## src/rtl/cpu_pkg.sv

```systemverilog
// ============================================================================
// cpu_pkg : sequencer state encodings, condition constants and opcode classes
// Revision: 1.0
// ============================================================================
`default_nettype none

package cpu_pkg;

  typedef enum logic [2:0] {
    ST_FETCH    = 3'd0,
    ST_EXEC1    = 3'd1,
    ST_EXEC2    = 3'd2,
    ST_MUL_WAIT = 3'd3,
    ST_IRQ      = 3'd4,
    ST_HALT     = 3'd5
  } seq_state_e;

  localparam logic [1:0] PH_FETCH = 2'b00;
  localparam logic [1:0] PH_EXEC1 = 2'b01;
  localparam logic [1:0] PH_EXEC2 = 2'b10;
  localparam logic [1:0] PH_OTHER = 2'b11;

  localparam logic [3:0] COND_ALWAYS = 4'b0110;

  localparam logic [1:0]  PAT_MUL  = 2'b10;
  localparam logic [11:0] PAT_STP  = 12'hF01;
  localparam logic [11:0] PAT_RTN  = 12'hF00;
  localparam logic [8:0]  PAT_LDI  = 9'b000001010;
  localparam logic [8:0]  PAT_AIM  = 9'b000001011;
  localparam logic [8:0]  PAT_SIM  = 9'b000001100;
  localparam logic [5:0]  PAT_LOAD = 6'b011001;
  localparam logic [5:0]  PAT_POP  = 6'b011010;

  function automatic logic is_mul(input logic [15:0] b);
    return b[15:14] == PAT_MUL;
  endfunction

  function automatic logic is_stp(input logic [15:0] b);
    return b[15:4] == PAT_STP;
  endfunction

  // Immediate-style EXEC2 ops that also consume an extra instruction word
  function automatic logic is_exec2_pc(input logic [15:0] b);
    return (b[15:7] == PAT_LDI) || (b[15:7] == PAT_AIM) || (b[15:7] == PAT_SIM);
  endfunction

  function automatic logic needs_exec2(input logic [15:0] b);
    return is_exec2_pc(b) || (b[15:10] == PAT_LOAD) || (b[15:10] == PAT_POP)
           || (b[15:4] == PAT_RTN);
  endfunction

  function automatic logic [3:0] cond_field(input logic [15:0] b);
    logic [3:0] c;
    c = COND_ALWAYS;
    casez (b[15:11])
      5'b000??: c = b[6:3];
      5'b001??: c = b[10:7];
      5'b01???: c = b[9:6];
      5'b10???: c = b[12:9];
      5'b110??: c = COND_ALWAYS;
      5'b1110?: c = COND_ALWAYS;
      5'b11110: c = b[3:0];
      default:  c = b[6:3];
    endcase
    return c;
  endfunction

endpackage

`default_nettype wire

```

## src/rtl/cond_evaluator.sv

```systemverilog
// ============================================================================
// cond_evaluator : extracts the condition field and tests it against status
// Revision: 1.0
// ============================================================================
`default_nettype none

module cond_evaluator
  import cpu_pkg::*;
#(
  parameter int INSTR_W  = 16,
  parameter int STATUS_W = 8
) (
  input  logic [INSTR_W-1:0]  instruction_i,
  input  logic [STATUS_W-1:0] status_i,
  output logic                cond_pass_o
);

  logic [15:0] opc_w;
  logic [3:0]  code_w;
  logic [7:0]  flags_w;
  logic        flag_w;

  assign opc_w   = instruction_i[INSTR_W-1 -: 16];
  assign code_w  = cond_field(opc_w);
  assign flags_w = status_i[7:0];
  assign flag_w  = flags_w[code_w[2:0]];

  // Codes 0110 and 1110 are both unconditional rather than a flag test
  always_comb begin
    cond_pass_o = 1'b1;
    if (code_w[2:0] != COND_ALWAYS[2:0]) begin
      cond_pass_o = code_w[3] ? ~flag_w : flag_w;
    end
  end

endmodule

`default_nettype wire

```

## src/rtl/control_sequencer.sv

```systemverilog
// ============================================================================
// control_sequencer : fetch/execute phase FSM with wait states, MUL, HALT, IRQ
// Revision: 1.0
// ============================================================================
`default_nettype none

module control_sequencer
  import cpu_pkg::*;
#(
  parameter int INSTR_W    = 16,
  parameter int STATUS_W   = 8,
  parameter int MUL_CYCLES = 1,
  parameter int IRQ_BIT    = 7
) (
  input  logic                clock,
  input  logic                reset,
  input  logic [INSTR_W-1:0]  instruction,
  input  logic [STATUS_W-1:0] status_reg,
  input  logic                stack_overflow,
  input  logic                mem_ready,
  input  logic                irq_req,
  output logic [1:0]          state,
  output logic                ir_load,
  output logic                pc_cnt_en,
  output logic                cond_pass,
  output logic                mul_busy,
  output logic                irq_ack,
  output logic                halted
);

  localparam bit         MUL_MULTI = (MUL_CYCLES > 1);
  localparam logic [3:0] MUL_INIT  = (MUL_CYCLES > 1) ? 4'(MUL_CYCLES - 2) : 4'd0;

  seq_state_e  state_q, state_d;
  logic [3:0]  mul_cnt_q, mul_cnt_d;
  logic [15:0] opc_w;
  logic        is_mul_w, is_stp_w, needs_exec2_w, is_exec2_pc_w;
  seq_state_e  exit_state_w;

  cond_evaluator #(
    .INSTR_W  (INSTR_W),
    .STATUS_W (STATUS_W)
  ) u_cond_evaluator (
    .instruction_i (instruction),
    .status_i      (status_reg),
    .cond_pass_o   (cond_pass)
  );

  assign opc_w         = instruction[INSTR_W-1 -: 16];
  assign is_mul_w      = is_mul(opc_w);
  assign is_stp_w      = is_stp(opc_w);
  assign needs_exec2_w = needs_exec2(opc_w);
  assign is_exec2_pc_w = is_exec2_pc(opc_w);

  // Interrupts are only considered on the cycle an instruction completes
  assign exit_state_w = (irq_req && status_reg[IRQ_BIT]) ? ST_IRQ : ST_FETCH;

  always_ff @(posedge clock) begin
    if (reset) begin
      state_q   <= ST_FETCH;
      mul_cnt_q <= 4'd0;
    end else begin
      state_q   <= state_d;
      mul_cnt_q <= mul_cnt_d;
    end
  end

  always_comb begin
    state_d   = state_q;
    mul_cnt_d = mul_cnt_q;
    ir_load   = 1'b0;
    pc_cnt_en = 1'b0;
    mul_busy  = 1'b0;

    case (state_q)
      ST_FETCH: begin
        if (mem_ready) begin
          ir_load   = 1'b1;
          pc_cnt_en = 1'b1;
          state_d   = ST_EXEC1;
        end
      end

      ST_EXEC1: begin
        pc_cnt_en = ~is_stp_w;
        mul_busy  = is_mul_w;
        if ((is_stp_w || stack_overflow) && cond_pass) begin
          state_d = ST_HALT;
        end else if (is_mul_w && MUL_MULTI) begin
          state_d   = ST_MUL_WAIT;
          mul_cnt_d = MUL_INIT;
        end else if (needs_exec2_w) begin
          state_d = ST_EXEC2;
        end else begin
          state_d = exit_state_w;
        end
      end

      ST_MUL_WAIT: begin
        mul_busy = 1'b1;
        if (mul_cnt_q == 4'd0) begin
          state_d = exit_state_w;
        end else begin
          mul_cnt_d = mul_cnt_q - 4'd1;
        end
      end

      ST_EXEC2: begin
        if (mem_ready) begin
          pc_cnt_en = is_exec2_pc_w;
          state_d   = exit_state_w;
        end
      end

      ST_IRQ:  state_d = ST_FETCH;

      ST_HALT: state_d = ST_HALT;

      default: state_d = ST_FETCH;
    endcase
  end

  always_comb begin
    state = PH_OTHER;
    case (state_q)
      ST_FETCH: state = PH_FETCH;
      ST_EXEC1: state = PH_EXEC1;
      ST_EXEC2: state = PH_EXEC2;
      default:  state = PH_OTHER;
    endcase
  end

  assign irq_ack = (state_q == ST_IRQ);
  assign halted  = (state_q == ST_HALT);

endmodule

`default_nettype wire
```

## config.mk

```make
export PLATFORM = sky130hd
export DESIGN_NAME = control_sequencer
export DESIGN_NICKNAME = d
export VERILOG_FILES = /design/src/rtl/cpu_pkg.sv /design/src/rtl/cond_evaluator.sv /design/src/rtl/control_sequencer.sv
export SDC_FILE = /design/constraint.sdc
export NUM_CORES = 1
export LEC_CHECK = 0
export ABC_AREA = 0
export CAP_MARGIN = 20
export CORE_ASPECT_RATIO = 0.9
export CORE_MARGIN = 2
export CORE_UTILIZATION = 40
export CTS_CLUSTER_DIAMETER = 150
export DETAILED_ROUTE_END_ITERATION = 12
export MAX_ROUTING_LAYER = met4
export PLACE_DENSITY_LB_ADDON = 0.05
export REMOVE_ABC_BUFFERS = 1
export SLEW_MARGIN = 20
export SYNTH_ARGS = -nofsm -noshare
export SYNTH_HDL_FRONTEND = slang
export SYNTH_SLANG_ARGS = --single-unit
```

## constraint.sdc

```tcl
create_clock -name clock -period 3.1 [get_ports clock]
set_input_delay 0.465 -clock clock [delete_from_list [all_inputs] [get_ports clock]]
set_output_delay 0.465 -clock clock [all_outputs]
set_load 0.02 [all_outputs]
```

# Word level (Yosys, flattened, before mapping)
# Cells that the tools add are included.
# totals
output_inout_bits	8
word_cells	60
in_bits	29
ff_bits	7
# op_classes
n_mux	18
n_eq_ne	22
bitwise	3
n_reduce_logical	13
n_lt_le_gt_ge	1
n_addsub	1
# op_table
operator	count
== test 9 x 4 -> 1 bit, second input constant	3
== test 12 bit, second input constant	2
case mux 4 bit (5 select lines)	1
two-way mux 3 bit	6
case mux 3 bit (5 select lines)	1
== test 6 x 5 -> 1 bit, second input constant	2
== test 3 bit, second input constant	3
== test 3 x 1 -> 1 bit, second input constant	2
== test 3 x 2 -> 1 bit, second input constant	2
logical OR 1 bit	6
two-way mux 1 bit	6
!= test 2 bit, second input constant	3
case mux 2 bit (3 select lines)	1
== test 5 bit, second input constant	1
== test 4 bit, second input constant	1
zero test 4 bit	1
< comparator 3 x 4 -> 1 bit, second input constant	1
subtractor 4 x 1 -> 4 bit, second input constant	1
binary-select mux 1 bit (select 3 bit)	1
zero test 3 bit	1
!= test 3 bit, second input constant	1
inverter 1 bit	3
case mux 1 bit (3 select lines)	1
AND reduction 3 bit	1
other kinds (6)	7

# Logic depth before layout (Yosys ltp)
# logic_depth
ltp_word	11
depth_mapped	9
ltp_nobuf	9

# Hierarchy
# Synthesis repeated with hierarchy kept, for this count alone.
# hier_totals
hier_cells	139
area_unflattened_um2	1021.0
# modules_own_cells
module	instances	seq_area_each_um2	area_per_inst_um2	cells_per_inst
control_sequencer	1	140.1	578.1	74
cond_evaluator	1	0.0	442.9	65

# Worst setup path after synthesis
# Ideal clock, no wire load.
# synth_timing
path_kind	input port to output port
start	in instruction[14]
end	out cond_pass
required_ps	2635
arrival_ps	2584
cell_stages	9
setup_slack_ps	51
path_cell_list	ha_1 -> nor2b_1 -> o21a_4 -> or4_1 -> o211a_2 -> a2111o_1 -> and4bb_4 -> mux2i_1 -> inv_1
# synth_via
elab_chain_cells	8
elab_cells_between_ends	14
# synth_lines
element	line_no	rtl
start: declaration	control_sequencer.sv:17	input logic [INSTR_W-1:0] instruction,
== test 4 bit or == test 3 bit (tied branches)	cpu_pkg.sv:55	casez (b[15:11])
OR reduction 2 bit (no line)	-	
case mux 4 bit (5 select lines) (*)	cpu_pkg.sv:55	
binary-select mux 1 bit (select 3 bit)	cond_evaluator.sv:26	assign flag_w = flags_w[code_w[2:0]];
two-way mux 1 bit (implied by the code)	cond_evaluator.sv:26	
inverter 1 bit	cond_evaluator.sv:32	cond_pass_o = code_w[3] ? ~flag_w : flag_w;
two-way mux 1 bit	cond_evaluator.sv:32	
two-way mux 1 bit (*)	cond_evaluator.sv:31	if (code_w[2:0] != COND_ALWAYS[2:0]) begin
end: declaration	control_sequencer.sv:25	output logic cond_pass,
# Every way passes the cells marked *; elsewhere a longest branch is shown, timed or not. The select of a mux whose other input is x is not followed.

# Worst setup path in the final report
# layout_timing
start	in instruction[11]
end	out cond_pass
# layout_via
elab_chain_cells	7
elab_cells_between_ends	8
# layout_lines
element	line_no
== test 5 bit	cpu_pkg.sv:55
case mux 4 bit (5 select lines) (*)	cpu_pkg.sv:55
binary-select mux 1 bit (select 3 bit)	cond_evaluator.sv:26
two-way mux 1 bit (implied by the code)	cond_evaluator.sv:26
inverter 1 bit	cond_evaluator.sv:32
two-way mux 1 bit	cond_evaluator.sv:32
two-way mux 1 bit (*)	cond_evaluator.sv:31
# Marks and branches as above.

==> results.toml <==
[status]
violations = "negative setup slack"
status = "complete, but fails checks"

[place]
place.gp.congestion = 0.905
portBuffers = 36
dp_cells = 231
dpl.hpwl_mm = 2.68

[route]
first_pass_iters = 4
drtAntennaViolNets = 0
post_drt_wl_per_cell_um = 15.1
drc = 0
wl_mm = 3.79
drtIter0Drc = 74
drt-vias-per-instance = 5.57
num_vias = 1397

[critical_path]
cp.required_ns = 2.63
crit_fanout = 5
worstSetupPathType = "in -> out"
cp-end-kind = "primary output"
cp-start-kind = "input port"
arrival_ns = 2.79

[finish]
fill_cells = 154
areaGrowthSynthToFinish_pct = 94.2
final_cells = 251
drive_gt1_share_pct = 41.3
antenna_cells = 0
nets = 257

[synthesis]
synth_edf_count = 0
syn_inst = 136
yosys_register_bits = 7
avgSynthCellArea_um2 = 7.41
ys_seq_area_share_pct = 13.9
syn_area_um2 = 1010
yosys_warnings = 0
ys_types = 51
synth_flop_cell = "dfxtp_1"
async_flop_share_pct = 0

[sta]
clock_skew_ns = 0.00330
tns_ns = -0.156
worstMarginPinSlew_ns = 0.446
period_needed_ns = 3.26
final_max_slew_viol_count = 0
setup_slack_ns = -0.156
finalSetupViolCount = 1
finalHoldViolCount = 0
rsz0062_at_grt = "yes"
period_share_pct = 105
fmax_mhz = 307
whs_ns = 0.516
max_slew_margin_pct = 70.3

[clock_network]
clk_pin_slew_ns = 0.06
root_buffer = "clkbuf_4"
htreeDepth = 1
cts_tree = "yes"
numCtsBuffers = 3
clk_latency_ns = 0.27
cts_max_path_buffers = 2
clock-sinks = 7

[global_route]
grt_max_degree = 12
first_global_vias = 1410
antenna_found_initial = 0
grt_pass1_wl_mm = 6.30
grt_use_total_pct = 28.3
grt-ovfl-total = 0

[pwr]
p_per_area_nw_per_um2 = 323
ir_drop_uv = 356
finalPower_mw = 0.632
p_leak_nw = 0.843

[floorplanning]
initial_core_util_pct = 41.5
std_cell_rows = 17
die-width_um = 56.9
fp.dieH_um = 51.6
coreArea_um2 = 2420
fp.dieArea_um2 = 2940
num_io_pins = 37

[min_path]
holdCritPathClass = "reg -> reg"

[job]
maxCapViolCount = 0
-- through the flow --
step | worst slack (ns) | util [%] | instance area (um^2)
after detailed placement | -1.07 | 68.2 | 1650
after CTS | -0.0857 | 78.7 | 1910
after global placement | -0.992 | 68.2 | 1650
final | -0.156 | 80.7 | 1960
after global routing | -0.249 | 80.7 | 1960
after floorplan | 0.0513 | - | 987
-- routing by layer --
layer | routed length, um | global-route usage, %
met1 | 1590 | 32.7
met2 | 1910 | 47.5
met3 | 200 | 8.21
met4 | 87 | 9.30
met5 | 0 | -
-- sequential cells by signal (all words and copies together), names as in the netlist --
register   cells
state_q        3
mul_cnt_q      4
-- area by class of cell --
cell class                      count  area (um^2)  area share, %
Tap cell                           28         35.0           1.79
Sequential cell                     7          140           7.17
Clock buffer                        4         26.3           1.34
Timing Repair Buffer               88          762           39.0
Inverter                           15         56.3           2.88
Multi-Input combinational cell    109          936           47.9
-- cells in the mapped netlist (all sizes together), types with 2 or more instances --
cell	count	area, um^2
nor2	14	55.1
or3	2	18.8
a222oi	3	30.0
a21oi	6	30.0
nand2	9	33.8
xor2	2	17.5
nor3b	3	22.5
mux2i	2	20.0
nor2b	3	18.8
dfxtp	7	140
or4	2	15.0
nor3	4	20.0
o211a	2	20.0
or2	3	18.8
a31oi	2	12.5
ha	4	50.1
xnor2	2	17.5
o21ai	4	20.0
nand4b	2	17.5
a211oi	5	37.5
clkbuf	4	15.0
nor4b	3	26.3
o21a	2	22.5
a221oi	2	23.8
o211ai	5	37.5
nand3	3	15.0
a2111oi	2	17.5
inv	15	56.3
a2111o	2	22.5
nand3b	2	15.0
-- critical path: stages --
cell and delay [ns]:
dlygate4sd2_1 0.26, nand3b_1 0.22, nor2_2 0.16, buf_6 0.13, buf_4 0.10, nor4_2 0.03
buf_4 0.15, a21o_4 0.22, a2111o_1 0.43, and4bb_4 0.23, mux2i_2 0.19, inv_1 0.07
buf_6 0.13
-- kinds of logic (layout without fill, tap and decap cells) --
family	Yosys count	in the layout	share of synthesized area (%)
and+or+nand+nor	56	56	33.5
buffers and inverters	20	107	7.58
adders and majority gates	4	4	4.97
AOI/OAI and AO/OA	42	42	33.0
muxes	3	3	3.48
DFF	7	7	13.9
xor gates and xnor gates	4	4	3.48
-- timing repair --
item / in CTS / in global routing
setup endpoints to repair: 5 / 3
hold buffers: 0 / 0
pin swaps: 19 / 5
cloned: 0 / 0
gates resized for setup: 57 / 5
buffers inserted: 14 / 2
-- cells in the final DEF, fill, tap and decap left out, types with 3 or more instances in the layout --
cell type / synthesis / routed
clkdlybuf4s50_1: 0 / 25
nor4b_1: 3 / 3
buf_6: 0 / 5
nand3_1: 3 / 3
clkbuf_4: 0 / 3
inv_1: 15 / 15
o21ai_0: 3 / 3
or2_2: 3 / 3
nor2_1: 13 / 12
nand2_1: 9 / 9
dfxtp_1: 7 / 7
a21oi_1: 6 / 5
dlygate4sd2_1: 0 / 5
a222oi_1: 3 / 3
nor3_1: 4 / 4
a211oi_1: 5 / 3
o211ai_1: 5 / 5
buf_4: 0 / 49
-- worst paths after layout --
kind | from | end | slack [ns] | cells past startpoint
setup / recovery | instruction[11] | cond_pass | -0.16 | 13
hold / removal | mul_cnt_q[1] | mul_cnt_q[1] | 0.52 | 2
setup reg to reg | state_q[2] | state_q[2] | 1.20 | 5
hold reg to reg | mul_cnt_q[1] | mul_cnt_q[1] | 0.52 | 2
-- power breakdown --
| part | internal [mW] | switching [mW] |
|---|---|---|
| Clock | 0.0496 | 0.0418 |
| Combinational | 0.235 | 0.188 |
| Sequential | 0.0976 | 0.0202 |
| Total | 0.382 | 0.250 |
Note: power is estimated with default switching activity, not from simulation.
